$ cat src/rtl/counter_event_logger_if.sv
// Signal bundle between the up/down counter host, the event logger and its consumer.
// The slave modport is the logger's view; the master modport is the host/consumer side.
interface counter_event_logger_if #(
   parameter int WIDTH  = 16,
   parameter int DEPTH  = 4,
   parameter int DROP_W = 8
);
   localparam int LW = $clog2(DEPTH) + 1;

   logic [WIDTH-1:0]  counter_value;
   logic              counter_overflow;
   logic              counter_underflow;
   logic [WIDTH-1:0]  match_value;
   logic              match_enable;
   logic              clear;
   logic              out_valid;
   logic              out_ready;
   logic [2:0]        out_type;
   logic [WIDTH-1:0]  out_timestamp;
   logic [WIDTH-1:0]  out_value;
   logic [DROP_W-1:0] drop_count;
   logic [LW-1:0]     fifo_level;

   modport master (
      output counter_value, counter_overflow, counter_underflow,
      output match_value, match_enable, clear, out_ready,
      input  out_valid, out_type, out_timestamp, out_value, drop_count, fifo_level
   );

   modport slave (
      input  counter_value, counter_overflow, counter_underflow,
      input  match_value, match_enable, clear, out_ready,
      output out_valid, out_type, out_timestamp, out_value, drop_count, fifo_level
   );
endinterface

$ cat src/rtl/counter_event_logger.sv
// Timestamps overflow/underflow/match rising edges from the counter host into a small
// FIFO drained over valid/ready; events arriving while full and not draining are counted.
module counter_event_logger #(
   parameter int WIDTH  = 16,
   parameter int DEPTH  = 4,
   parameter int DROP_W = 8
) (
   input logic                  clk,
   input logic                  rst_n,
   counter_event_logger_if.slave bus
);
   localparam int AW = $clog2(DEPTH);
   localparam int LW = AW + 1;

   logic [WIDTH-1:0]  r_ts;
   logic              r_ov_d;
   logic              r_un_d;
   logic              r_mt_d;
   logic [AW-1:0]     r_wr_ptr;
   logic [AW-1:0]     r_rd_ptr;
   logic [LW-1:0]     r_level;
   logic [DROP_W-1:0] r_drop;

   logic [2:0]        r_mem_type [DEPTH];
   logic [WIDTH-1:0]  r_mem_ts   [DEPTH];
   logic [WIDTH-1:0]  r_mem_val  [DEPTH];

   logic              w_mt;
   logic [2:0]        w_ev;
   logic              w_push_req;
   logic              w_full;
   logic              w_valid;
   logic              w_pop;
   logic              w_push;
   logic              w_drop;

   assign w_mt       = bus.match_enable && (bus.counter_value == bus.match_value);
   assign w_ev       = {w_mt && !r_mt_d,
                        bus.counter_underflow && !r_un_d,
                        bus.counter_overflow && !r_ov_d};
   assign w_push_req = |w_ev;
   assign w_full     = (r_level == LW'(DEPTH));
   assign w_valid    = (r_level != '0);
   assign w_pop      = w_valid && bus.out_ready;
   // A pop frees the head slot on the same edge, so a full FIFO still takes the push.
   assign w_push     = w_push_req && (!w_full || w_pop);
   assign w_drop     = w_push_req && w_full && !w_pop;

   always_ff @(posedge clk or negedge rst_n) begin
      if (!rst_n) begin
         r_ts     <= '0;
         r_ov_d   <= 1'b0;
         r_un_d   <= 1'b0;
         r_mt_d   <= 1'b0;
         r_wr_ptr <= '0;
         r_rd_ptr <= '0;
         r_level  <= '0;
         r_drop   <= '0;
      end else begin
         // Edge history tracks the raw levels even through a clear, so held flags stay quiet.
         r_ov_d <= bus.counter_overflow;
         r_un_d <= bus.counter_underflow;
         r_mt_d <= w_mt;
         if (bus.clear) begin
            r_ts     <= '0;
            r_wr_ptr <= '0;
            r_rd_ptr <= '0;
            r_level  <= '0;
            r_drop   <= '0;
         end else begin
            r_ts <= r_ts + WIDTH'(1);
            if (w_push) r_wr_ptr <= r_wr_ptr + AW'(1);
            if (w_pop)  r_rd_ptr <= r_rd_ptr + AW'(1);
            unique case ({w_push, w_pop})
               2'b10:   r_level <= r_level + LW'(1);
               2'b01:   r_level <= r_level - LW'(1);
               default: r_level <= r_level;
            endcase
            if (w_drop && (r_drop != '1)) r_drop <= r_drop + DROP_W'(1);
         end
      end
   end

   always_ff @(posedge clk) begin
      if (w_push && !bus.clear) begin
         r_mem_type[r_wr_ptr] <= w_ev;
         r_mem_ts[r_wr_ptr]   <= r_ts;
         r_mem_val[r_wr_ptr]  <= bus.counter_value;
      end
   end

   assign bus.out_valid     = w_valid;
   assign bus.out_type      = r_mem_type[r_rd_ptr];
   assign bus.out_timestamp = r_mem_ts[r_rd_ptr];
   assign bus.out_value     = r_mem_val[r_rd_ptr];
   assign bus.drop_count    = r_drop;
   assign bus.fifo_level    = r_level;
endmodule

$ cat src/flat_wrapper.sv
// flat-port wrapper written by rule: the top's interface ports become plain ports
module counter_event_logger_flat 
#(
   parameter int WIDTH  = 16,
   parameter int DEPTH  = 4,
   parameter int DROP_W = 8
)
  (clk, rst_n, bus_counter_value, bus_counter_overflow, bus_counter_underflow, bus_match_value, bus_match_enable, bus_clear, bus_out_ready, bus_out_valid, bus_out_type, bus_out_timestamp, bus_out_value, bus_drop_count, bus_fifo_level);
  counter_event_logger_if #(.WIDTH(WIDTH), .DEPTH(DEPTH), .DROP_W(DROP_W)) bus_i ();
  input logic clk;
  input logic rst_n;
  input wire logic [$bits(bus_i.counter_value)-1:0] bus_counter_value;
  input wire logic [$bits(bus_i.counter_overflow)-1:0] bus_counter_overflow;
  input wire logic [$bits(bus_i.counter_underflow)-1:0] bus_counter_underflow;
  input wire logic [$bits(bus_i.match_value)-1:0] bus_match_value;
  input wire logic [$bits(bus_i.match_enable)-1:0] bus_match_enable;
  input wire logic [$bits(bus_i.clear)-1:0] bus_clear;
  input wire logic [$bits(bus_i.out_ready)-1:0] bus_out_ready;
  output wire logic [$bits(bus_i.out_valid)-1:0] bus_out_valid;
  output wire logic [$bits(bus_i.out_type)-1:0] bus_out_type;
  output wire logic [$bits(bus_i.out_timestamp)-1:0] bus_out_timestamp;
  output wire logic [$bits(bus_i.out_value)-1:0] bus_out_value;
  output wire logic [$bits(bus_i.drop_count)-1:0] bus_drop_count;
  output wire logic [$bits(bus_i.fifo_level)-1:0] bus_fifo_level;
  assign bus_i.counter_value = bus_counter_value;
  assign bus_i.counter_overflow = bus_counter_overflow;
  assign bus_i.counter_underflow = bus_counter_underflow;
  assign bus_i.match_value = bus_match_value;
  assign bus_i.match_enable = bus_match_enable;
  assign bus_i.clear = bus_clear;
  assign bus_i.out_ready = bus_out_ready;
  assign bus_out_valid = bus_i.out_valid;
  assign bus_out_type = bus_i.out_type;
  assign bus_out_timestamp = bus_i.out_timestamp;
  assign bus_out_value = bus_i.out_value;
  assign bus_drop_count = bus_i.drop_count;
  assign bus_fifo_level = bus_i.fifo_level;
  counter_event_logger #(.WIDTH(WIDTH), .DEPTH(DEPTH), .DROP_W(DROP_W)) u_core (.clk(clk), .rst_n(rst_n), .bus(bus_i));
endmodule
$ cat config.mk
export PLATFORM = sky130hd
export DESIGN_NAME = counter_event_logger_flat
export DESIGN_NICKNAME = d
export VERILOG_FILES = /design/src/rtl/counter_event_logger_if.sv /design/src/rtl/counter_event_logger.sv /design/src/flat_wrapper.sv
export SDC_FILE = /design/constraint.sdc
export NUM_CORES = 1
export LEC_CHECK = 0
export CELL_PAD_IN_SITES_DETAIL_PLACEMENT = 1
export CELL_PAD_IN_SITES_GLOBAL_PLACEMENT = 1
export CORE_ASPECT_RATIO = 0.5
export CORE_MARGIN = 5
export CORE_UTILIZATION = 40
export DETAILED_ROUTE_END_ITERATION = 6
export PLACE_DENSITY_LB_ADDON = 0.1
export SYNTH_ARGS = -nofsm -noshare
export SYNTH_HDL_FRONTEND = slang
export SYNTH_SLANG_ARGS = --single-unit
$ cat constraint.sdc
create_clock -name clk -period 4.12 [get_ports clk]
set_input_delay 0.824 -clock clk [delete_from_list [all_inputs] [get_ports clk]]
set_output_delay 0.824 -clock clk [all_outputs]
set_load 0.005 [all_outputs]
==> metrics <==
status finished clean; Skew-Pair Late Insertion Delay 430 ps; critical path capture point type register; CTS H-tree depth 4; CP Cell Sequence clkdlybuf4s50_1 -> nor2b_4 -> a2111o_1 -> nor4_4 -> a21oi_1 -> inv_1 -> fa_1 -> and4b_2 -> or4_1; skew final 7.39 ps; min Tclk post-route 3350 ps; clock transition at the registers of the reported paths 70 ps; post-synthesis mux area share 0.114; max cap viols 0; share of cells above drive strength 1 0.188; Diodes inserted 0; post-layout util 0.512; Yosys cell types 51; setup slack, reg-to-reg 1590 ps; top cells by area, synth edfxtp_1, dfrtp_1, mux4_2; Slew Viols, Final 0; top post-synthesis cells by count edfxtp_1, mux4_2, dfrtp_1; crit path kind in2reg; kind of cell adding the most delay to the critical path simple AND/OR/NAND/NOR gates; adder-cell share of the synthesized area 0.0134; RSZ-0062 raised after global routing false; syn_nets 442; Hold Crit Class in2async; # resized after CTS 0; drt wl/cell 21.0 um; Syn Inst Count 396; largest family of logic cells by synthesized area multiplexers; # clock sinks 174; Post-synth EDFFs 140; Worst path slowest cell clkdlybuf4s50_1; CTS tree done; worst slew pin tran 923 ps; first-pass GRT wire length 24,700 um; Placed Cells 714; antenna violations before repair 0; DIE AREA 20,600 um^2; DP Wirelength 9990 um; number of global-route vias before repair 4,212; Port Buf Inserts 85; drt pass-1 iters 4; postcts setup bufs 0; Layout Cells excl Fill 746; mapped cell area 7080 um^2; CP max stage delay 610 ps; final WL 15,700 um; vias per cell 5.25; GRT Resource Usage Total 0.158; largest net degree at the start of global routing 35; Synth Area in Compound Gates 0.0301; Synth Warn # 0; Async S/R FF share, synth 0.195; worst path required time 4420 ps; register area share after synthesis 0.714; relative slew slack 0.385; Final period util 0.814; P per Cell Area 530 nW/um^2; LEAKAGE 0.00304 uW; most common cell in the netlist edfxtp_1; Max Clock Freq 0.298 GHz; global placement routability congestion 0.729; top_reg_cell synth edfxtp_1; Setup crit start kind primary input; Post-Synth Simple-Gate Area 0.0813; Worst VDD drop 0.000299 V; syn_area_per_cell 17.9 um^2; hold-fix buffers at CTS 0; core box area 17,400 um^2; number of cell rows 34; CP max FO 6; Setup-failing EPs final 0; total CTS buffers 17; Starting DRT DRC Count 178; Final Hold Viols 0; Seq cells post-synth 174; Area Growth Syn to Fin 25.7%; Nets 545; Die X 198 um; remaining global-route overflow 0; Critical Path AT 3650 ps; I/O pins 86; XOR/XNOR share of the synthesized area 0.0322; Buf+Inv Stages, Crit Path 2; Remaining DRCs 0; dominant cell type by area after synthesis edfxtp_1; Initial Util 0.408; ANT nets after route 0; via count 3,914; Yosys top cell area share 0.594; DIE HEIGHT 104 um; clk root buf clkbuf_16; clock buffer depth 2
state kept, by name, summed over array words and instances (netlist names):
name	flops
u_core.r_un_d	1
u_core.r_ov_d	1
u_core.r_rd_ptr	2
u_core.r_mem_type	12
u_core.bus.fifo_level	3
u_core.bus.drop_count	8
u_core.r_ts	16
u_core.r_mem_val	64
u_core.r_wr_ptr	2
u_core.r_mt_d	1
u_core.r_mem_ts	64
cell usage in the layout, fill, tap and decap left out, types with 2 or more instances in the layout:
| master | netlist | routed |
|---|---|---|
| a211oi_1 | 2 | 2 |
| a21oi_1 | 9 | 9 |
| and3_1 | 7 | 7 |
| and4_1 | 2 | 2 |
| buf_4 | 0 | 12 |
| bufinv_16 | 0 | 3 |
| clkbuf_16 | 0 | 17 |
| clkdlybuf4s50_1 | 0 | 84 |
| clkinv_2 | 0 | 3 |
| clkinv_4 | 0 | 3 |
| clkinvlp_4 | 0 | 2 |
| dfrtp_1 | 34 | 33 |
| edfxtp_1 | 140 | 140 |
| ha_1 | 6 | 6 |
| inv_1 | 11 | 11 |
| inv_6 | 0 | 2 |
| mux4_2 | 35 | 35 |
| nand2_1 | 7 | 7 |
| nand2b_1 | 6 | 6 |
| nand3_1 | 13 | 13 |
| nand4_1 | 3 | 3 |
| nor2_1 | 25 | 25 |
| nor2b_1 | 5 | 5 |
| nor3b_2 | 0 | 4 |
| nor4_1 | 4 | 4 |
| o2111ai_1 | 2 | 2 |
| o21ai_0 | 6 | 6 |
| o31ai_1 | 2 | 2 |
| or3_1 | 5 | 5 |
| or4_1 | 4 | 4 |
| xnor2_1 | 11 | 11 |
| xor2_1 | 15 | 15 |
cell families (layout without fill, tap and decap cells):
logic type | Yosys count | after routing
buf+inv | 25 | 141
flops | 174 | 174
simple gates | 97 | 97
mux | 37 | 37
fa+ha+maj | 7 | 7
xor+xnor | 26 | 26
compound gates | 30 | 30
routing by layer:
layer  global-route usage  vias to the layer above  wire (um)
met5                    0                        -          0
met4               0.0427                        0        172
met3               0.0411                       13        591
met2                0.241                       58       7310
met1                0.226                     2081       7580
li1                     -                     1762          -
where the power goes:
group / total (uW) / internal [uW] / switching [uW]
sequential: 2020 / 1970 / 47.3
combinational: 1040 / 614 / 426
clock: 1650 / 974 / 680
total: 4710 / 3560 / 1150
stage by stage:
step           power [uW]  hold slack (ps)  area, um^2  setup TNS [ps]  setup slack, ps
3_5_place_dp         3120              552        8290               0              311
5_1_grt              4930              575        8890               0              648
4_1_cts              4790              552        8890               0              771
2_1_floorplan        2580              478        7080         -138570             -990
3_3_place_gp         3120              517        8290               0              406
6_report             4710              528        8890               0              767
layout make-up:
type	count	area (um^2)
multi-input combinational	197	1940
inverter	11	41.3
clock inverter	13	164
timing repair buffer	98	956
sequential	174	5060
clock buffer	19	443
fill	1631	8460
tap	234	293
worst register-to-register path, delay by kind of cell, from the launching register on:
| family | cells | cell delay, ps |
|---|---|---|
| AND/OR/NAND/NOR | 5 | 1120 |
| adder cells (fa/ha/maj) | 1 | 430 |
| buffers and inverters | 1 | 100 |
| AO/OA/AOI/OAI | 1 | 310 |
| flip-flops | 1 | 440 |
final timing paths:
check,to,depth (start not counted),start
setup / recovery,u_core.bus.fifo_level[2]$_DFFE_PN0P_,9,bus_counter_value[4]
min in group clk,u_core.r_mem_ts[0][15]$_DFFE_PP_,0,u_core.r_ts[15]$_DFF_PN0_
setup reg to reg,u_core.bus.fifo_level[2]$_DFFE_PN0P_,8,u_core.bus.fifo_level[0]$_DFFE_PN0P_
max in group asynchronous,u_core.r_rd_ptr[0]$_DFFE_PN0P_,1,rst_n
hold reg to reg,u_core.r_mem_ts[0][15]$_DFFE_PP_,0,u_core.r_ts[15]$_DFF_PN0_
hold / removal,u_core.bus.drop_count[6]$_DFFE_PN0P_,1,rst_n
(Power assumes the default switching activity.)
